===== src/rtl/seg7_game_pkg.sv =====
// Shared definitions for the factorization-board game controller.
// State codes are consumed directly by the 7-segment digit decoders.
package seg7_game_pkg;

  localparam logic [3:0] ST_READY    = 4'b0010;
  localparam logic [3:0] ST_QUESTION = 4'b0011;
  localparam logic [3:0] ST_INPUT    = 4'b0100;

  localparam logic [3:0] DIGIT_MAX = 4'd9;

  typedef enum logic [3:0] {
    S_READY    = ST_READY,
    S_QUESTION = ST_QUESTION,
    S_INPUT    = ST_INPUT
  } game_state_t;

  // Decimal digit increment with wrap from DIGIT_MAX back to 0
  function automatic logic [3:0] digit_inc(input logic [3:0] d);
    return (d >= DIGIT_MAX) ? 4'd0 : d + 4'd1;
  endfunction

endpackage


===== src/rtl/btn_debounce.sv =====
// Raw push-button conditioning: 2-flop synchronizer, counter-based
// debounce and a registered single-cycle pulse on each debounced rise.
module btn_debounce #(
  parameter int unsigned DEB_CYCLES = 500000
) (
  input  logic clk,
  input  logic rst,
  input  logic btn,
  output logic press
);

  localparam int unsigned CW = (DEB_CYCLES > 1) ? $clog2(DEB_CYCLES) : 1;
  localparam logic [CW-1:0] CNT_LAST = CW'(DEB_CYCLES - 1);

  logic          sync1;
  logic          sync2;
  logic          level;
  logic          level_d;
  logic [CW-1:0] cnt;

  // Bring the asynchronous button into the clock domain
  always_ff @(posedge clk or posedge rst) begin
    if (rst) begin
      sync1 <= 1'b0;
      sync2 <= 1'b0;
    end else begin
      sync1 <= btn;
      sync2 <= sync1;
    end
  end

  // Accept a level change only after it has persisted DEB_CYCLES cycles
  always_ff @(posedge clk or posedge rst) begin
    if (rst) begin
      level <= 1'b0;
      cnt   <= '0;
    end else if (sync2 == level) begin
      cnt <= '0;
    end else if (cnt == CNT_LAST) begin
      level <= ~level;
      cnt   <= '0;
    end else begin
      cnt <= cnt + CW'(1);
    end
  end

  // One registered pulse per debounced rising edge
  always_ff @(posedge clk or posedge rst) begin
    if (rst) begin
      level_d <= 1'b0;
      press   <= 1'b0;
    end else begin
      level_d <= level;
      press   <= level & ~level_d;
    end
  end

endmodule


===== src/rtl/seg7_game_ctrl.sv =====
// Game-flow controller: READY -> QUESTION -> INPUT sequencing, question
// digit capture, candidate stepping and confirmed-selection strobe.
// Optional build macro: INPUT_TIMEOUT_EN adds an idle timeout in INPUT.
module seg7_game_ctrl
  import seg7_game_pkg::*;
#(
  parameter int unsigned DEB_CYCLES     = 500000,
  parameter int unsigned QUE_HOLD       = 50000000,
  parameter int unsigned TIMEOUT_CYCLES = 500000000
) (
  input  logic       CLK,
  input  logic       RST,
  input  logic       BTN_NEXT,
  input  logic       BTN_OK,
  output logic [3:0] STATE,
  output logic [3:0] QUE,
  output logic [3:0] DIN,
  output logic       SEL_VALID,
  output logic [3:0] SEL_DIN
);

  localparam int unsigned HW = (QUE_HOLD > 1) ? $clog2(QUE_HOLD) : 1;
  localparam logic [HW-1:0] HOLD_LAST = HW'(QUE_HOLD - 1);

  // Reject zero-length configurations at elaboration
  if (DEB_CYCLES == 0 || QUE_HOLD == 0 || TIMEOUT_CYCLES == 0) begin : g_bad_cfg
    $error("seg7_game_ctrl: DEB_CYCLES, QUE_HOLD and TIMEOUT_CYCLES must be >= 1");
  end

  game_state_t   state;
  logic [3:0]    qcnt;
  logic [HW-1:0] hold;
  logic          next_p;
  logic          ok_p;

`ifdef INPUT_TIMEOUT_EN
  localparam int unsigned TW = (TIMEOUT_CYCLES > 1) ? $clog2(TIMEOUT_CYCLES) : 1;
  localparam logic [TW-1:0] IDLE_LAST = TW'(TIMEOUT_CYCLES - 1);
  logic [TW-1:0] idle;
`endif

  btn_debounce #(.DEB_CYCLES(DEB_CYCLES)) u_deb_next (
    .clk   (CLK),
    .rst   (RST),
    .btn   (BTN_NEXT),
    .press (next_p)
  );

  btn_debounce #(.DEB_CYCLES(DEB_CYCLES)) u_deb_ok (
    .clk   (CLK),
    .rst   (RST),
    .btn   (BTN_OK),
    .press (ok_p)
  );

  assign STATE = state;

  // Free-running modulo-10 source for the question digit
  always_ff @(posedge CLK or posedge RST) begin
    if (RST) begin
      qcnt <= 4'd0;
    end else if (qcnt == DIGIT_MAX) begin
      qcnt <= 4'd0;
    end else begin
      qcnt <= qcnt + 4'd1;
    end
  end

  // Game FSM with registered outputs; OK has priority over NEXT
  always_ff @(posedge CLK or posedge RST) begin
    if (RST) begin
      state     <= S_READY;
      QUE       <= 4'd0;
      DIN       <= 4'd0;
      SEL_VALID <= 1'b0;
      SEL_DIN   <= 4'd0;
      hold      <= '0;
`ifdef INPUT_TIMEOUT_EN
      idle      <= '0;
`endif
    end else begin
      SEL_VALID <= 1'b0;
      case (state)
        S_READY: begin
          if (ok_p) begin
            QUE   <= qcnt;
            hold  <= '0;
            state <= S_QUESTION;
          end
        end
        S_QUESTION: begin
          if (hold == HOLD_LAST) begin
            DIN   <= 4'd0;
            state <= S_INPUT;
`ifdef INPUT_TIMEOUT_EN
            idle  <= '0;
`endif
          end else begin
            hold <= hold + HW'(1);
          end
        end
        S_INPUT: begin
`ifdef INPUT_TIMEOUT_EN
          if (ok_p || next_p) begin
            idle <= '0;
          end else if (idle == IDLE_LAST) begin
            state <= S_READY;
          end else begin
            idle <= idle + TW'(1);
          end
`endif
          if (ok_p) begin
            if (DIN != 4'd0) begin
              SEL_VALID <= 1'b1;
              SEL_DIN   <= DIN;
              state     <= S_READY;
            end
          end else if (next_p) begin
            DIN <= digit_inc(DIN);
          end
        end
        default: begin
          state <= S_READY;
        end
      endcase
    end
  end

endmodule


===== config.mk =====
export PLATFORM = sky130hd
export DESIGN_NAME = seg7_game_ctrl
export DESIGN_NICKNAME = d
export VERILOG_FILES = /design/src/rtl/seg7_game_pkg.sv /design/src/rtl/btn_debounce.sv /design/src/rtl/seg7_game_ctrl.sv
export SDC_FILE = /design/constraint.sdc
export NUM_CORES = 1
export LEC_CHECK = 0
export CORE_MARGIN = 2
export CORE_UTILIZATION = 54
export DETAILED_ROUTE_END_ITERATION = 6
export HOLD_SLACK_MARGIN = 0.12
export PLACE_DENSITY = 0.85
export SLEW_MARGIN = 10
export SYNTH_ARGS = -nofsm -noshare
export SYNTH_HDL_FRONTEND = slang
export SYNTH_HIERARCHICAL = 1
export SYNTH_SLANG_ARGS = --single-unit

===== constraint.sdc =====
create_clock -name CLK -period 2.6 [get_ports CLK]
set_input_delay 0.26 -clock CLK [delete_from_list [all_inputs] [get_ports CLK]]
set_output_delay 0.26 -clock CLK [all_outputs]
set_load 0.02 [all_outputs]

* Word level (Yosys, flattened, before mapping)
Cells that the tools add are included. W data, S select, Z words.
Word-level totals: output and inout port bits 17, bits of input ports 4, register bits 95, logic and storage cells 80
Cells by class: bitwise logic cells 8, reductions and logical operators 10, magnitude comparators 1, mux-type cells 21, add/sub/neg operators 5, equality and inequality tests 16
Operators by type and width (number):
- $mux W19 | 4
- $mux W26 | 2
- $pmux W26 S2 | 1
- $add A19 B1 Y19 const B | 2
- $eq A19 B19 Y1 const B | 2
- $mux W4 | 9
- $add A26 B1 Y26 const B | 1
- $eq A26 B26 Y1 const B | 1
- $pmux W4 S3 | 1
- $add A4 B1 Y4 const B | 2
- $eq A4 B2 Y1 const B | 2
- $ne A2 B2 Y1 const B | 4
- $pmux W4 S2 | 1
- $reduce_and A4 Y1 | 2
- $ne A2 B1 Y1 const B | 3
- $not A1 Y1 | 6
- $reduce_and A2 Y1 | 3
- $reduce_and A3 Y1 | 2
- $eq A4 B3 Y1 const B | 1
- $eq A4 B4 Y1 const B | 1
- $ge A4 B4 Y1 const B | 1
- $reduce_bool A2 Y1 | 2
- $reduce_bool A4 Y1 | 1
- $mux W1 | 3
- other kinds (2) | 4

* Depth between registers and ports, before layout
Gate-level depths: netlist (run 1).
word-level depth 5, mapped depth 8, mapped depth without buffers 7

* Cells and area by module
Netlist (run 1), hierarchy kept.
Modules (own cells, without submodules):
- seg7_game_ctrl | area each 2389.8 µm², sequential area each 1152.4 µm², instances 1, cells an instance 246
- btn_debounce | area each 1147.4 µm², sequential area each 600.6 µm², instances 2, cells an instance 106

* Least setup slack after synthesis (run 1)
Ideal clock, no wire load.
path type register to register, start register hold[10], end register hold[12], setup slack 0.208 ns, buffers on the path 2, arrival 2.268 ns, clock period less this slack 2.392 ns, stages on the path, launching flop included 8, required time 2.476 ns, path through dfrtp_1 or4_1 or4_4 o31ai_2 buf_4 buf_6 nor3_1 a211o_1
On the way: longest elaborated chain between the ends 3, elaborated cells between the ends (all ways) 6, those cells by class add/sub: 1; eq/ne: 2; mux: 2; reduce/logical: 1
Ends and longest elaborated chain:
- from (decl) | line seg7_game_ctrl.sv:32 | logic [HW-1:0] hold;
- from (signal assigned) | line seg7_game_ctrl.sv:99 | hold <= hold + HW'(1);
- $add A26 B1 Y26 / $eq A26 B26 Y1 (equally long branches) | line seg7_game_ctrl.sv:99, seg7_game_ctrl.sv:92
- $mux W26 / $ne A2 B2 Y1 (equally long branches)
- $pmux W26 S2 / $reduce_and A3 Y1 (equally long branches)
Several ways; a longest one is shown, not always the timed one. The select of a mux whose other input is x is not followed. A chain may end at the register's enable or synchronous reset.

* Worst setup path after layout (run 1)
start register hold[10], end register hold[2]
On the way: longest elaborated chain between the ends 3
Ends and longest elaborated chain:
- $eq A26 B26 Y1 | line seg7_game_ctrl.sv:92 | if (hold == HOLD_LAST) begin
- $ne A2 B2 Y1 (no source line)
- $reduce_and A3 Y1 (no source line)
No other way between the ends.

==> results of run 1 <==
## path summary, 6_finish.rpt
kind	depth (start not counted)	to	from
max in group asynchronous	2	u_deb_next/cnt[9]	RST
worst max-delay path	6	hold[2]	hold[10]
min in group CLK	1	u_deb_ok/sync1	BTN_OK
worst min-delay path	2	DIN[1]	RST
worst max register to register	6	hold[2]	hold[10]
worst min register to register	0	u_deb_next/sync2	u_deb_next/sync1
## area by class of cell
class / count / area (sq um)
Clock buffer: 11 / 141
Clock inverter: 5 / 58.8
Fill cell: 628 / 3120
Inverter: 17 / 63.8
Multi-Input combinational cell: 329 / 2130
Sequential cell: 94 / 2350
Tap cell: 105 / 131
Timing Repair Buffer: 32 / 304
## cells in the mapped netlist (3+ instances only)
master    instances
dfrtp_1          93
nand3_1          45
nor2_1           38
nand2_1          35
o21ai_0          19
xor2_1           19
and3_1           17
nand4_1          17
inv_1            16
xnor2_1          16
nor3_1            9
a21oi_1           8
nor4_1            7
a211o_1           6
and4_1            6
clkbuf_1          6
ha_1              6
mux2i_1           5
or3_1             5
or4_1             5
and2_1            4
buf_6             4
nand4b_1          4
o41ai_1           4
or4b_1            4
buf_4             3
mux2_2            3
nand2b_1          3
nor3b_1           3
o211ai_1          3
o31ai_1           3
or4_4             3
## repair_timing
item                       in CTS  in global routing
gates resized for setup         0                  3
setup endpoints to repair       0                  7
hold endpoints to repair        0                  0
## per-stage QoR
step	util	hold slack, ns	cell area (sq um)
after floorplan	-	0.275	4680
after global placement	0.599	0.332	4970
after detailed placement	0.599	0.335	4970
after CTS	0.623	0.327	5170
after global routing	0.625	0.334	5180
final	0.625	0.326	5180
## metal layers
metal  wire, microns  part of all wire  GRT usage  up-vias
met5               0                 0          0        -
met4             146             0.016     0.0823        0
met3             350             0.038     0.0338       16
met2            4580              0.50      0.335       88
met1            4100              0.45      0.273     1734
li1                -                 -          -     1711
## cells by family (layout without fill, tap and decap cells)
kind of cell,Yosys count,after routing,synth area share
xor gates and xnor gates,35,35,0.0654
buffers and inverters,35,65,0.0446
AOI/OAI and AO/OA,56,56,0.0831
and+or+nand+nor,221,221,0.263
adders and majority gates,6,6,0.0160
other,1,1,0.000801
muxes,10,10,0.0243
DFF,94,94,0.502
## flip-flops by register name, summed over array words and instances (netlist names), 3 cells and up
register	count
DIN	4
QUE	4
SEL_DIN	4
STATE	3
hold	26
qcnt	4
u_deb_next/cnt	19
u_deb_ok/cnt	19
## power by group
part           switching [uW]  total, uW  internal (uW)
combinational            44.2       60.6           16.4
sequential               9.54       1480           1470
clock                     498        969            471
total                     552       2510           1960
==> results.md, run 1 <==
- Peak VDD IR: 0.353 mV
- Initial antenna violation count: 0
- Synth warnings: 6
- Hold Buf Count CTS: 0
- WL per Instance: 15.5 microns
- Layout cells sized above 1: 0.100
- Crit-path max FO: 19
- Global route total overflow: 0
- Placer congestion estimate: 0.929
- Iter 0 DRT Violations: 182
- Post-CTS Setup Inserts: 0
- Dominant synthesized flop cell: dfrtp_1
- HPWL Detailed: 6480 microns
- IO Pins: 21
- Yosys top cell area share: 0.497
- Core area: 8300 sq um
- Inserted Diodes: 0
- Vias in the first global route: 3483
- Final wirelength: 9180 microns
- Detail Route Antenna Nets: 0
- Pre-CTS setup slack: 0.0632 ns
- Max incr delay on CP: 0.57 ns
- Worst-Margin Slew: 0.887 ns
- Final Hold Viols: 0
- Seq cells post-synth: 94
- Post-Layout Cell Count: 593
- Inserted Clock Buffers: 9
- Die area: 9440 sq um
- R2R setup slack: 0.06 ns
- Leak: 0.00229 uW
- Class of the worst hold path: primary input to async pin
- Vias: 3549
- Max Clk Rate: 0.393 GHz
- CP startpoint kind: flop
- Clock sink total: 94
- RSZ-0062 raised after global routing: true
- Mean Syn Cell Area: 10.2 sq um
- Post-synthesis cell area: 4680 sq um
- # placed instances: 577
- Vias per cell: 5.98
- Max-slew violations: 0
- Post-synth EDFFs: 0
- Seq/Total Area, Yosys: 0.502
- TritonRoute pass-1 iters: 4
- PwrDens: 484 nW/um^2
- Net count, final: 493
- CTS tree: built
- Final setup fails: 0
- Cells after Synth: 458
- Total Power: 2510 uW
- Largest net degree at the start of global routing: 25
- I/O Buffers: 19
- CP required: 2.86 ns
- Critical path type: flop to flop
- Gr usage total: 0.205
- Critical path data arrival time: 2.81 ns
- Family with the most delay on the worst path: simple AND/OR/NAND/NOR gates
- Setup_tns: 0 ns
- Post-synth top area cell: dfrtp_1
- Clk buf depth: 2
- Layout area overhead: 10.7%
- Critical Path, Cell by Cell: or4_1 -> or4_4 -> o31ai_2 -> buf_6 -> nor3b_1 -> a211o_1
- Post-synth net total: 468
- Clock transition at the registers of the reported paths: 0.09 ns
- Die Width: 97.1 microns
- Root Buffer: clkbuf_8
- CTS H-Tree Depth: 3
- Tmin final: 2.54 ns
- Slowest CP cell: or4_4
- Initial Util: 0.564
- Result of the run: completed
- DRC: 0
- Skew-Pair Late Insertion Delay: 0.37 ns
- Top post-synthesis cells by area: dfrtp_1, nand3_1, xor2_1
- Worst setup margin: 0.0571 ns
- Max Cap Viol: 0
- Commonest non-fill, non-tap cells in the layout: dfrtp_1, nand3_1, nor2_1
- Row count: 33
- Kind of end point of the critical path: flop
- Final Cycle Share: 0.978
- Die H: 97.1 microns
- Yosys cell types: 58
- Asr flop ratio synth: 1.00
- Final Skew: 0.0135 ns
- Slew margin rel.: 0.408
- CP bufs+invs: 1
- Most common cell after layout, fill and taps aside: dfrtp_1
- First-pass GRT wire length: 16100 microns
No activity file was read; power rests on OpenSTA's default activity.
==> run 2, diff against run 1 <==
- PLACE_DENSITY: 0.85 -> 0.81
- RECOVER_POWER: not set -> 25
==> results.md, run 2 (synthesis gave the netlist of run 1 again) <==
- Kind of end point of the critical path: flop (unchanged)
- Final Cycle Share: 0.958 (was 0.978)
- Crit-path max FO: 19 (unchanged)
- Max Cap Viol: 0 (unchanged)
- Skew-Pair Late Insertion Delay: 0.37 ns (about the same)
- Iter 0 DRT Violations: 172 (was 182)
- Die Width: 97.1 microns (unchanged)
- Die area: 9440 sq um (unchanged)
- Vias in the first global route: 3519 (was 3483)
- Multi-input logic area: 2130 sq um (unchanged)
- Initial Util: 0.564 (unchanged)
- Inserted Diodes: 0 (unchanged)
- Placer congestion estimate: 0.885 (was 0.929)
- Clock transition at the registers of the reported paths: 0.09 ns (about the same)
- Vias: 3575 (was 3549)
- Layout cells sized above 1: 0.0943 (was 0.100)
- Final Cell Area: 5170 sq um (was 5180 sq um)
- Row count: 33 (unchanged)
- Slowest CP cell: or4_4 (unchanged)
- Placed Area: 4960 sq um (was 4970 sq um)
- Filler cell count: 661 (was 628)
- Post-Layout Cell Count: 593 (unchanged)
- WL per Instance: 15.6 microns (was 15.5 microns)
- Largest net degree at the start of global routing: 28 (was 25)
- Post-CTS Setup Inserts: 0 (unchanged)
- Hold Buf Count CTS: 0 (unchanged)
- CP bufs+invs: 1 (unchanged)
- Critical path data arrival time: 2.74 ns (was 2.81 ns)
- TritonRoute pass-1 iters: 5 (was 4)
- Setup_tns: 0 ns (unchanged)
- Initial antenna violation count: 0 (unchanged)
- # placed instances: 577 (unchanged)
- Most common cell after layout, fill and taps aside: dfrtp_1 (unchanged)
- R2R setup slack: 0.11 ns (was 0.06 ns)
- Largest regs: hold (26), u_deb_next/cnt (19), u_deb_ok/cnt (19) (unchanged)
- Global route total overflow: 0 (unchanged)
- Vias per cell: 6.03 (was 5.98)
- CTS H-Tree Depth: 3 (unchanged)
- Final setup fails: 0 (unchanged)
- Die H: 97.1 microns (unchanged)
- FF-to-FF End: hold[2] (unchanged)
- Critical Path End: hold[2] (unchanged)
- CP startpoint: hold[10] (unchanged)
- Inserted Clock Buffers: 9 (unchanged)
- Seq. cell area: 2350 sq um (unchanged)
- CP startpoint kind: flop (unchanged)
- First-pass GRT wire length: 16100 microns (about the same)
- Layout area overhead: 10.4% (was 10.7%)
- Gr usage total: 0.205 (about the same)
- Tmin final: 2.49 ns (was 2.54 ns)
- Number of flip-flops in the largest register: 26 (unchanged)
- Critical path type: flop to flop (unchanged)
- PwrDens: 494 nW/um^2 (was 484 nW/um^2)
- Detail Route Antenna Nets: 0 (unchanged)
- Commonest non-fill, non-tap cells in the layout: dfrtp_1, nand3_1, nor2_1 (unchanged)
- Levels on crit path: 6 (unchanged)
- Fin util: 0.623 (was 0.625)
- Max incr delay on CP: 0.57 ns (about the same)
- Final Hold Viols: 0 (unchanged)
- Final hold slack: 0.358 ns (was 0.326 ns)
- Net count, final: 493 (unchanged)
- Peak VDD IR: 0.296 mV (was 0.353 mV)
- DRC: 0 (unchanged)
- IO Pins: 21 (unchanged)
- I/O Buffers: 19 (unchanged)
- HPWL Detailed: 6420 microns (was 6480 microns)
- Result of the run: completed (unchanged)
- Max Clk Rate: 0.402 GHz (was 0.393 GHz)
- Root Buffer: clkbuf_8 (unchanged)
- Critical Path, Cell by Cell: or4_1 -> or4_4 -> o31ai_2 -> buf_6 -> nor3b_1 -> a211o_1 (unchanged)
- Worst-Margin Slew: 1.01 ns (was 0.887 ns)
- Clk buf depth: 2 (unchanged)
- CTS tree: built (unchanged)
- Max-slew violations: 0 (unchanged)
- Clock sink total: 94 (unchanged)
- Core area: 8300 sq um (unchanged)
- Final Skew: 0.0156 ns (was 0.0135 ns)
- Slew margin rel.: 0.324 (was 0.408)
- Largest Register: hold (unchanged)
- Final wirelength: 9230 microns (was 9180 microns)
- Reg2Reg Depth: 6 (unchanged)
- Class of the worst hold path: flop to flop (was primary input to async pin)
- Leak: 0.00229 uW (about the same)
- RR Startpoint: hold[10] (unchanged)
- Family with the most delay on the worst path: simple AND/OR/NAND/NOR gates (unchanged)
- CP required: 2.85 ns (was 2.86 ns)
-- run 2: cell types whose count changed in the layout (fill, tap and decap cells not counted), sizes merged --
cell	delta
inv	+2
dlygate4sd3	+3
clkbuf	+2
buf	-2
clkinvlp	-2
clkdlybuf4s50	-3
-- run 2: worst min-delay path by stage --
stage | from | to | slack, ns | cells after the start
floorplan | RST | u_deb_next/cnt[0] | 0.27 | 1
global placement | u_deb_next/sync1 | u_deb_next/sync2 | 0.33 | 0
detailed placement | u_deb_next/sync1 | u_deb_next/sync2 | 0.34 | 0
CTS | BTN_NEXT | u_deb_next/sync1 | 0.32 | 1
global route | u_deb_next/sync1 | u_deb_next/sync2 | 0.36 | 0
finish | u_deb_next/sync1 | u_deb_next/sync2 | 0.36 | 0
-- run 2: per-layer routing --
layer,vias up,routed length [microns],share of wire,GRT usage
met3,16,429,0.046,0.0417
met4,0,148,0.016,0.0769
met1,1757,4170,0.45,0.274
met2,99,4490,0.49,0.333
met5,-,0,0,0
li1,1703,-,-,-
-- run 2: per-stage QoR --
stage	setup WS [ns]	total power, uW
after floorplan	0.208	1560
after global placement	0.0691	1570
after detailed placement	0.0554	1570
after CTS	0.0367	2580
after global routing	-0.000114	2650
final	0.110	2560
-- run 2: power breakdown --
group          switching [uW]  internal (uW)  total (uW)
Clock                     534            482        1020
Combinational            44.7           13.2        57.9
Sequential               9.83           1470        1480
Total                     588           1970        2560
-- run 2: timing repair --
item                                    in CTS  in global routing
endpoints found under the setup margin       0                  7
resized for setup                            0                  3
endpoints found under the hold margin        0                  0
-- run 2: area by class of cell --
| type | instances | area share |
|---|---|---|
| multi-input cells | 329 | 0.412 |
| inverters | 17 | 0.0123 |
| flip-flops and latches | 94 | 0.455 |
| clock buffers | 11 | 0.0273 |
| clock inverters | 5 | 0.0126 |
| well taps | 105 | 0.0254 |
| repair buffers | 32 | 0.0549 |
